==> src/rtl/esfa_op_sequencer.sv <==
// ESFA operation sequencer: expands host requests into one or two broadcast
// cell steps and returns a single priority-encoded response per request.
module esfa_op_sequencer #(
    parameter int         N_CELLS  = 8,
    parameter logic [7:0] IDLE_SEL = 8'd8
) (
    input  logic                 clk,
    input  logic                 rst,
    input  logic                 req_valid,
    output logic                 req_ready,
    input  logic [1:0]           req_op,
    input  logic [7:0]           req_arr,
    input  logic [7:0]           req_idx,
    input  logic [7:0]           req_val,
    output logic                 resp_valid,
    input  logic                 resp_ready,
    output logic                 resp_hit,
    output logic [7:0]           resp_value,
    output logic [7:0]           resp_cell,
    output logic [7:0]           cell_selector,
    output logic [7:0]           cell_metadata,
    output logic                 cell_is_meta,
    output logic [7:0]           cell_index,
    output logic [7:0]           cell_value,
    input  logic [N_CELLS-1:0]   cell_bool,
    input  logic [8*N_CELLS-1:0] cell_result
);

    typedef enum logic [1:0] {S_IDLE, S_ISSUE, S_SAMPLE, S_RESP} state_t;

    typedef enum logic [1:0] {
        OP_LOOKUP = 2'd0,
        OP_ALLOC  = 2'd1,
        OP_RANK   = 2'd2,
        OP_REMOVE = 2'd3
    } op_t;

    typedef struct packed {
        logic [7:0] sel;
        logic [7:0] meta;
        logic       is_meta;
        logic [7:0] index;
        logic [7:0] value;
    } cmd_t;

    localparam cmd_t IDLE_CMD = cmd_t'{IDLE_SEL, 8'd0, 1'b0, 8'd0, 8'd0};

    state_t     state;
    op_t        op_q;
    logic       step_q;
    logic [7:0] arr_q;
    logic [7:0] idx_q;
    logic [7:0] val_q;
    logic [7:0] link_q;
    cmd_t       cmd_q;

    logic       win_any;
    logic [7:0] win_idx;
    logic [7:0] win_res;
    logic [7:0] next_link;

    // Bus command for a given step; step 1 carries the code or free handle found by step 0.
    function automatic cmd_t step_cmd(input op_t op, input logic step,
                                      input logic [7:0] arr, input logic [7:0] idx,
                                      input logic [7:0] val, input logic [7:0] link);
        cmd_t c;
        c = IDLE_CMD;
        case (op)
            OP_LOOKUP: c = step ? cmd_t'{8'd1, link, 1'b1, idx, 8'd0}
                                : cmd_t'{8'd2, arr, 1'b1, 8'd0, 8'd0};
            OP_ALLOC:  c = step ? cmd_t'{8'd0, link, 1'b1, idx, val}
                                : cmd_t'{8'd5, 8'd0, 1'b0, 8'd0, 8'd0};
            OP_RANK:   c = cmd_t'{8'd6, arr, 1'b1, 8'd0, 8'd0};
            OP_REMOVE: c = cmd_t'{8'd4, idx, 1'b1, arr, 8'd0};
            default:   c = IDLE_CMD;
        endcase
        return c;
    endfunction

    // Lowest-handle priority encoder; a miss yields handle 8'hFF and result 0.
    always_comb begin
        win_any = 1'b0;
        win_idx = 8'hFF;
        win_res = 8'h00;
        for (int k = N_CELLS - 1; k >= 0; k--) begin
            if (cell_bool[k]) begin
                win_any = 1'b1;
                win_idx = 8'(k);
                win_res = cell_result[8*k +: 8];
            end
        end
    end

    assign next_link = (op_q == OP_ALLOC) ? win_idx : win_res;

    assign cell_selector = cmd_q.sel;
    assign cell_metadata = cmd_q.meta;
    assign cell_is_meta  = cmd_q.is_meta;
    assign cell_index    = cmd_q.index;
    assign cell_value    = cmd_q.value;

    always_ff @(posedge clk) begin
        if (rst) begin
            state      <= S_IDLE;
            op_q       <= OP_LOOKUP;
            step_q     <= 1'b0;
            arr_q      <= 8'd0;
            idx_q      <= 8'd0;
            val_q      <= 8'd0;
            link_q     <= 8'd0;
            cmd_q      <= IDLE_CMD;
            req_ready  <= 1'b1;
            resp_valid <= 1'b0;
            resp_hit   <= 1'b0;
            resp_value <= 8'd0;
            resp_cell  <= 8'hFF;
        end else begin
            case (state)
                S_IDLE: begin
                    if (req_valid) begin
                        op_q      <= op_t'(req_op);
                        arr_q     <= req_arr;
                        idx_q     <= req_idx;
                        val_q     <= req_val;
                        step_q    <= 1'b0;
                        cmd_q     <= step_cmd(op_t'(req_op), 1'b0, req_arr, req_idx, req_val, 8'd0);
                        req_ready <= 1'b0;
                        state     <= S_ISSUE;
                    end
                end
                S_ISSUE: begin
                    cmd_q <= IDLE_CMD;
                    state <= S_SAMPLE;
                end
                S_SAMPLE: begin
                    if (!step_q && win_any && (op_q == OP_LOOKUP || op_q == OP_ALLOC)) begin
                        link_q <= next_link;
                        step_q <= 1'b1;
                        cmd_q  <= step_cmd(op_q, 1'b1, arr_q, idx_q, val_q, next_link);
                        state  <= S_ISSUE;
                    end else begin
                        resp_valid <= 1'b1;
                        state      <= S_RESP;
                        if (op_q == OP_REMOVE) begin
                            resp_hit   <= 1'b1;
                            resp_value <= 8'd0;
                            resp_cell  <= arr_q;
                        end else if (op_q == OP_ALLOC && step_q) begin
                            resp_hit   <= 1'b1;
                            resp_value <= link_q;
                            resp_cell  <= link_q;
                        end else begin
                            resp_hit   <= win_any;
                            resp_value <= win_res;
                            resp_cell  <= win_idx;
                        end
                    end
                end
                S_RESP: begin
                    if (resp_ready) begin
                        resp_valid <= 1'b0;
                        req_ready  <= 1'b1;
                        state      <= S_IDLE;
                    end
                end
                default: state <= S_IDLE;
            endcase
        end
    end

endmodule
==> config.mk <==
export PLATFORM = sky130hd
export DESIGN_NAME = esfa_op_sequencer
export DESIGN_NICKNAME = d
export VERILOG_FILES = /design/src/rtl/esfa_op_sequencer.sv
export SDC_FILE = /design/constraint.sdc
export NUM_CORES = 1
export LEC_CHECK = 0
export BUFFER_PORTS_ARGS = -buffer_cell sky130_fd_sc_hd__buf_2
export CAP_MARGIN = 10
export CORE_MARGIN = 8
export CORE_UTILIZATION = 51
export DETAILED_ROUTE_END_ITERATION = 12
export GPL_TIMING_DRIVEN = 0
export HOLD_SLACK_MARGIN = 0.06
export PLACE_DENSITY = 0.9
export SLEW_MARGIN = 10
export SYNTH_ARGS = -nofsm -noshare
export SYNTH_HDL_FRONTEND = slang
export SYNTH_SLANG_ARGS = --single-unit
export TNS_END_PERCENT = 5
==> constraint.sdc <==
create_clock -name clk -period 2.8 [get_ports clk]
set_input_delay 0.56 -clock clk [delete_from_list [all_inputs] [get_ports clk]]
set_output_delay 0.56 -clock clk [all_outputs]
set_load 0.02 [all_outputs]
== Word-level counts from Yosys, hierarchy flattened ==
Cells that the tools add are included.

* Flip-flop bits (word level): 89

* Reductions and logical operators: 20
* Bitwise logic cells: 1
* Multiplexer cells: 48
* Eq/ne operators: 13

{| class="wikitable"
|+ Operators with widths
! operator !! number
|-
| $pmux W33 S4 || 2
|-
| $mux W8 || 21
|-
| $pmux W33 S3 || 1
|-
| $mux W33 || 2
|-
| $mux W1 || 15
|-
| $eq A2 B2 Y1 const B || 6
|-
| $reduce_and A3 Y1 || 4
|-
| $ne A2 B2 Y1 const B || 4
|-
| $pmux W2 S4 || 1
|-
| $reduce_and A2 Y1 || 4
|-
| $eq A2 B1 Y1 const B || 3
|-
| $logic_not A2 Y1 || 3
|-
| $mux W2 || 3
|-
| $pmux W1 S2 || 3
|-
| $reduce_bool A2 Y1 || 3
|-
| $logic_and A1 B1 Y1 || 3
|-
| $reduce_bool A3 Y1 || 1
|-
| $logic_not A1 Y1 || 1
|-
| $logic_or A1 B1 Y1 || 1
|-
| $not A1 Y1 || 1
|}

== Logic depth before layout (Yosys ltp) ==
* Depth in word-level cells: 12
* Mapped depth: 9
* Mapped depth without buffers: 8

== Worst setup path after synthesis ==
Ideal clock, no wire load.

* Path type: input to register
* From: input cell_bool[1]
* To: register cmd_q (netlist bit cell_selector[3])
* Path slack: 0.552 ns
* Required time: 2.678 ns
* Data arrival time: 2.127 ns
* Stages on the path: 8
* Path buffers: 3
* Path through: buf_2 or4_4 o21ai_0 and2_1 buf_6 buf_6 nor2_1 a221o_1

* Cells in the longest elaborated chain, start to end: 6

{| class="wikitable"
|+ RTL lines
! element !! RTL line !! text
|-
| start, declared || 25 || <nowiki>input logic [N_CELLS-1:0] cell_bool,</nowiki>
|-
| $mux W1 (2 in series) || 86 || <nowiki>if (cell_bool[k]) begin</nowiki>
|-
| $logic_and A1 B1 Y1 (2 in series) || 136 || <nowiki>if (!step_q && win_any && (op_q == OP_LOOKUP || op_q == OP_ALLOC)) begin</nowiki>
|-
| $ne A2 B2 Y1 (no line) || -- ||
|-
| $reduce_and A3 Y1 (no line) || -- ||
|-
| end signal, assigned || 126 || <nowiki>cmd_q <= step_cmd(op_t'(req_op), 1'b0, req_arr, req_idx, req_val, 8'd0);</nowiki>
|-
| end signal, assigned || 139 || <nowiki>cmd_q <= step_cmd(op_q, 1'b1, arr_q, idx_q, val_q, next_link);</nowiki>
|-
| end, declared || 55 || <nowiki>cmd_t cmd_q;</nowiki>
|}

Every way passes these cells.
A chain may end at the register's enable or synchronous reset.

== Worst setup path in the final report ==
* From: register op_q[1]
* To: register cmd_q (netlist bit cell_metadata[7])

* Cells in the longest elaborated chain, start to end: 5
* Elaborated cells between the ends (all ways): 12

{| class="wikitable"
|+ RTL lines
! element !! RTL line !! text
|-
| start, declared || 49 || <nowiki>op_t op_q;</nowiki>
|-
| start signal, assigned || 121 || <nowiki>op_q <= op_t'(req_op);</nowiki>
|-
| $eq A2 B1 Y1 / $logic_not A2 Y1 (equally long branches) || 68, 94, 136 ||
|-
| $mux W8 / $logic_or A1 B1 Y1 (equally long branches) || 94, 136 ||
|-
| $pmux W33 S4 / $logic_and A1 B1 Y1 (equally long branches) || 68, 136 ||
|-
| $mux W33 / $ne A2 B2 Y1 (equally long branches) || -- ||
|-
| $pmux W33 S3 / $reduce_and A3 Y1 (equally long branches) || -- ||
|}

Parallel ways exist; a longest one is shown, timed or not. The select of a mux whose other input is x is not followed.

==> impl_metrics.prom <==
# TYPE chip_impl_metric gauge
chip_impl_metric{name="synth.avg_cell_area",unit="sq um"} 7.48
chip_impl_metric{name="routed-via-count",unit=""} 5339
chip_impl_metric{name="grt_util_all_layers",unit=""} 0.270
chip_impl_metric{name="timing.final.crit_period",unit="ps"} 2570
chip_impl_metric{name="gr-total-overflow",unit=""} 0
chip_impl_info{name="setup.worst_path.start_class",value="flop"} 1
chip_impl_info{name="grt_setup_unrepaired",value="false"} 1
chip_impl_metric{name="met2_usage",unit=""} 0.439
chip_impl_info{name="worst_reg2reg_path_endpoint",value="cell_metadata[7]$_SDFFE_PP0P_"} 1
chip_impl_metric{name="r2r_cells",unit=""} 8
chip_impl_metric{name="netlist.area_leader.share",unit=""} 0.375
chip_impl_metric{name="cts_sink_count",unit=""} 85
chip_impl_metric{name="drt-wirelength-per-cell",unit="um"} 18.7
chip_impl_metric{name="finalNetCount",unit=""} 872
chip_impl_metric{name="dr.pass1.iters",unit=""} 6
chip_impl_metric{name="top_level_ports",unit=""} 154
chip_impl_metric{name="worst_path_largest_cell_delay",unit="ps"} 450
chip_impl_metric{name="yosys_register_bits",unit=""} 85
chip_impl_metric{name="leakagePower",unit="nW"} 2.35
chip_impl_metric{name="drt.antenna.violating_nets",unit=""} 0
chip_impl_metric{name="post_cts_setup_driven_buffer_insertion_count",unit=""} 0
chip_impl_info{name="post-synth-top-area-cell",value="sky130_fd_sc_hd__dfxtp_1"} 1
chip_impl_info{name="critPathKind",value="reg2reg"} 1
chip_impl_metric{name="number_of_antenna_violations_at_the_first_check_in_global_routing",unit=""} 0
chip_impl_info{name="critical-path-top-delay-family",value="buffers and inverters"} 1
chip_impl_metric{name="antenna_cells_inserted",unit=""} 0
chip_impl_metric{name="crit_required",unit="ps"} 3090
chip_impl_metric{name="postLayoutCoreUtil",unit=""} 0.644
chip_impl_metric{name="viasPerCell",unit=""} 6.07
chip_impl_metric{name="final-max-slew-violation-count",unit=""} 0
chip_impl_metric{name="cts_made_buffers",unit=""} 9
chip_impl_metric{name="synth_sequential_area_ratio",unit=""} 0.375
chip_impl_metric{name="clock_path_buffers",unit=""} 2
chip_impl_metric{name="postSynthCellCount",unit=""} 606
chip_impl_metric{name="fmax",unit="GHz"} 0.389
chip_impl_metric{name="rows",unit=""} 34
chip_impl_metric{name="report.final.setup_viol",unit=""} 0
chip_impl_metric{name="post-route-period-util",unit=""} 0.919
chip_impl_metric{name="reg2reg_setup_slack",unit="ps"} 230
chip_impl_metric{name="crit_arrival",unit="ps"} 2860
chip_impl_metric{name="synth_edf_count",unit=""} 0
chip_impl_metric{name="detail_route.drc_violations",unit=""} 0
chip_impl_info{name="critPathLaunch",value="op_q[1]$_SDFFE_PP0P_"} 1
chip_impl_info{name="final_cell_mix",value="sky130_fd_sc_hd__buf_2 (152), sky130_fd_sc_hd__nand2_1 (102), sky130_fd_sc_hd__dfxtp_1 (85)"} 1
chip_impl_metric{name="synthesis.area",unit="sq um"} 4540
chip_impl_metric{name="iteration_0_drc_markers",unit=""} 520
chip_impl_metric{name="power-per-cell-area",unit="nW/um^2"} 719
chip_impl_info{name="final_common_cell",value="sky130_fd_sc_hd__buf_2"} 1
chip_impl_metric{name="place.gp.congestion",unit=""} 0.941
chip_impl_info{name="cp_cell_instances",value="clkbuf_1 > clkbuf_1 > nand2_1 > o22ai_1 > a21oi_1 > a221oi_1 > nor3_1 > nor3_1"} 1
chip_impl_metric{name="h_tree_level_count",unit=""} 3
chip_impl_metric{name="post_cts.resized_instances",unit=""} 0
chip_impl_metric{name="synthArstFlopShare",unit=""} 0
chip_impl_metric{name="hold_viol_final",unit=""} 0
chip_impl_info{name="tritoncts",value="built"} 1
chip_impl_metric{name="crit_cells",unit=""} 8
chip_impl_metric{name="clock_pin_slew_on_the_worst_setup_and_hold_paths",unit="ps"} 90
chip_impl_metric{name="placement.io_buffers",unit=""} 146
chip_impl_metric{name="grt_max_degree",unit=""} 17
chip_impl_metric{name="chipWidth",unit="um"} 110
chip_impl_metric{name="gr-usage-met3",unit=""} 0.0721
chip_impl_metric{name="layout-drive-gt1-share",unit=""} 0.248
chip_impl_metric{name="core_region_area",unit="sq um"} 8680
chip_impl_metric{name="ir_drop",unit="V"} 0.000671
chip_impl_info{name="crit_slowest_cell",value="sky130_fd_sc_hd__clkbuf_1"} 1
chip_impl_metric{name="global_route_track_usage_on_met1",unit=""} 0.334
chip_impl_info{name="layer_carrying_the_most_global_route_usage",value="met2"} 1
chip_impl_metric{name="crit_path_max_fo",unit=""} 10
chip_impl_info{name="critical_path.endpoint_type",value="flop"} 1
chip_impl_metric{name="number_of_unique_standard_cell_types_used_by_synthesis",unit=""} 59
chip_impl_metric{name="floorplan.initialDensity",unit=""} 0.523
chip_impl_metric{name="via_count_of_the_first_global_routing_pass",unit=""} 5119
chip_impl_metric{name="wire_length_of_the_first_global_routing_pass",unit="um"} 25900
chip_impl_metric{name="holdWs",unit="ps"} 419
chip_impl_metric{name="postRouteWirelength",unit="um"} 16400
chip_impl_metric{name="slew-limit-headroom",unit=""} 0.586
chip_impl_metric{name="dp.final_hpwl",unit="um"} 12900
chip_impl_info{name="yosys_most_used_dff",value="sky130_fd_sc_hd__dfxtp_1"} 1
chip_impl_info{name="crit_end",value="cell_metadata[7]$_SDFFE_PP0P_"} 1
chip_impl_metric{name="ys_warn_count",unit=""} 0
chip_impl_metric{name="finClkSkew",unit="ps"} 11.2
chip_impl_info{name="ctsRootBufferMaster",value="sky130_fd_sc_hd__clkbuf_8"} 1
chip_impl_metric{name="maxCapViolCount",unit=""} 0
chip_impl_metric{name="worstSkewPairLatency",unit="ps"} 370
chip_impl_info{name="synth.area.top_cells",value="sky130_fd_sc_hd__dfxtp_1 (38%), sky130_fd_sc_hd__nand2_1 (8.4%), sky130_fd_sc_hd__a21oi_1 (7.5%), sky130_fd_sc_hd__nor2_1 (4.1%), sky130_fd_sc_hd__a221oi_1 (3.7%)"} 1
chip_impl_metric{name="critical_path_buf_inv_count",unit=""} 2
chip_impl_metric{name="number_of_buffers_inserted_by_hold_repair_at_cts",unit=""} 0
chip_impl_info{name="run_status",value="completed"} 1
chip_impl_info{name="hold_class",value="in2reg"} 1
chip_impl_metric{name="setup_total_negative_slack",unit="ps"} 0
chip_impl_metric{name="dieArea",unit="sq um"} 12200
chip_impl_metric{name="die-height",unit="um"} 110
chip_impl_info{name="timing.rr.start",value="op_q[1]$_SDFFE_PP0P_"} 1
chip_impl_metric{name="syn_to_final_growth",unit="%"} 23.3
chip_impl_metric{name="tightest_slew",unit="ps"} 613
==> layout make-up <==
class / count / area, sq um
buffer: 51 / 248
fill: 805 / 3090
multi-input combinational: 450 / 2510
clock inverter: 7 / 56.3
inverter: 23 / 86.3
tap: 108 / 135
sequential: 85 / 1700
clock buffer: 9 / 124
timing repair buffer: 146 / 731
==> registers in the layout, summed over array words and instances (netlist names) <==
register       count
arr_q              8
cell_index         8
cell_is_meta       1
cell_metadata      8
cell_selector      4
cell_value         8
idx_q              8
link_q             8
op_q               2
req_ready          1
resp_cell          8
resp_hit           1
resp_valid         1
resp_value         8
state              2
step_q             1
val_q              8
==> through the flow <==
step                worst slack [ps]  power, mW  cells  cell area, sq um
floorplan                        552       2.63    609              4550
global placement                 153       3.12    863              5410
detailed placement               106       3.17    863              5410
CTS                              296       4.00    879              5590
global route                    67.6       4.23    879              5590
finish                           228       4.02    879              5590
==> cells by family (layout without fill, tap and decap cells) <==
logic type | Yosys count | count (layout) | share of synthesized area
buf+inv | 74 | 236 | 0.0737
other cells | 1 | 4 | 0.000827
fa+ha+maj | 4 | 4 | 0.0110
flops | 85 | 85 | 0.375
simple gates | 253 | 253 | 0.258
mux | 3 | 3 | 0.00938
compound gates | 186 | 186 | 0.272
==> report_power, final <==
part	switching, mW	internal [mW]	total, mW
clock	0.497	0.337	0.833
sequential	0.133	1.42	1.56
combinational	1.07	0.566	1.63
total	1.70	2.33	4.02
==> worst min-delay path by stage <==
stage                            endpoint                  startpoint  slack, ps  depth (start not counted)
6_report            val_q[4]$_SDFFE_PP0P_                  req_val[4]        420                          3
5_1_grt             val_q[6]$_SDFFE_PP0P_                  req_val[6]        440                          3
4_1_cts             val_q[4]$_SDFFE_PP0P_                  req_val[4]        420                          3
3_5_place_dp   cell_value[7]$_SDFFE_PP0P_  cell_value[7]$_SDFFE_PP0P_        440                          2
3_3_place_gp   cell_value[4]$_SDFFE_PP0P_  cell_value[4]$_SDFFE_PP0P_        440                          2
2_1_floorplan       idx_q[2]$_SDFFE_PP0P_       idx_q[2]$_SDFFE_PP0P_        440                          2
==> routing by layer <==
metal,routed length (um),vias to the layer above
met5,0,-
met4,515,0
met3,1580,55
met2,7920,276
met1,6420,2511
li1,-,2497
==> worst register-to-register path: stages, from the launching register on <==
cell and delay, ps:
sky130_fd_sc_hd__dfxtp_1 340, sky130_fd_sc_hd__clkbuf_1 350, sky130_fd_sc_hd__clkbuf_1 450, sky130_fd_sc_hd__nand2_1 360, sky130_fd_sc_hd__o22ai_1 280, sky130_fd_sc_hd__a21oi_1 90
sky130_fd_sc_hd__a221oi_1 300, sky130_fd_sc_hd__nor3_1 140, sky130_fd_sc_hd__nor3_1 170
==> synth_stat cells (5+ instances only) <==
cell	instances
sky130_fd_sc_hd__a221oi_1	19
sky130_fd_sc_hd__buf_4	5
sky130_fd_sc_hd__a221o_1	7
sky130_fd_sc_hd__dfxtp_1	85
sky130_fd_sc_hd__nand3_1	18
sky130_fd_sc_hd__nand2_1	102
sky130_fd_sc_hd__o21ai_0	25
sky130_fd_sc_hd__clkbuf_1	33
sky130_fd_sc_hd__nor2b_1	8
sky130_fd_sc_hd__o221a_2	6
sky130_fd_sc_hd__nand2b_1	17
sky130_fd_sc_hd__o22ai_1	12
sky130_fd_sc_hd__a22oi_1	9
sky130_fd_sc_hd__inv_1	23
sky130_fd_sc_hd__nor2_1	50
sky130_fd_sc_hd__a21oi_1	68
sky130_fd_sc_hd__nand4_1	7
sky130_fd_sc_hd__a31oi_1	6
sky130_fd_sc_hd__buf_2	6
sky130_fd_sc_hd__nor3_1	28
(Power assumes the default switching activity.)
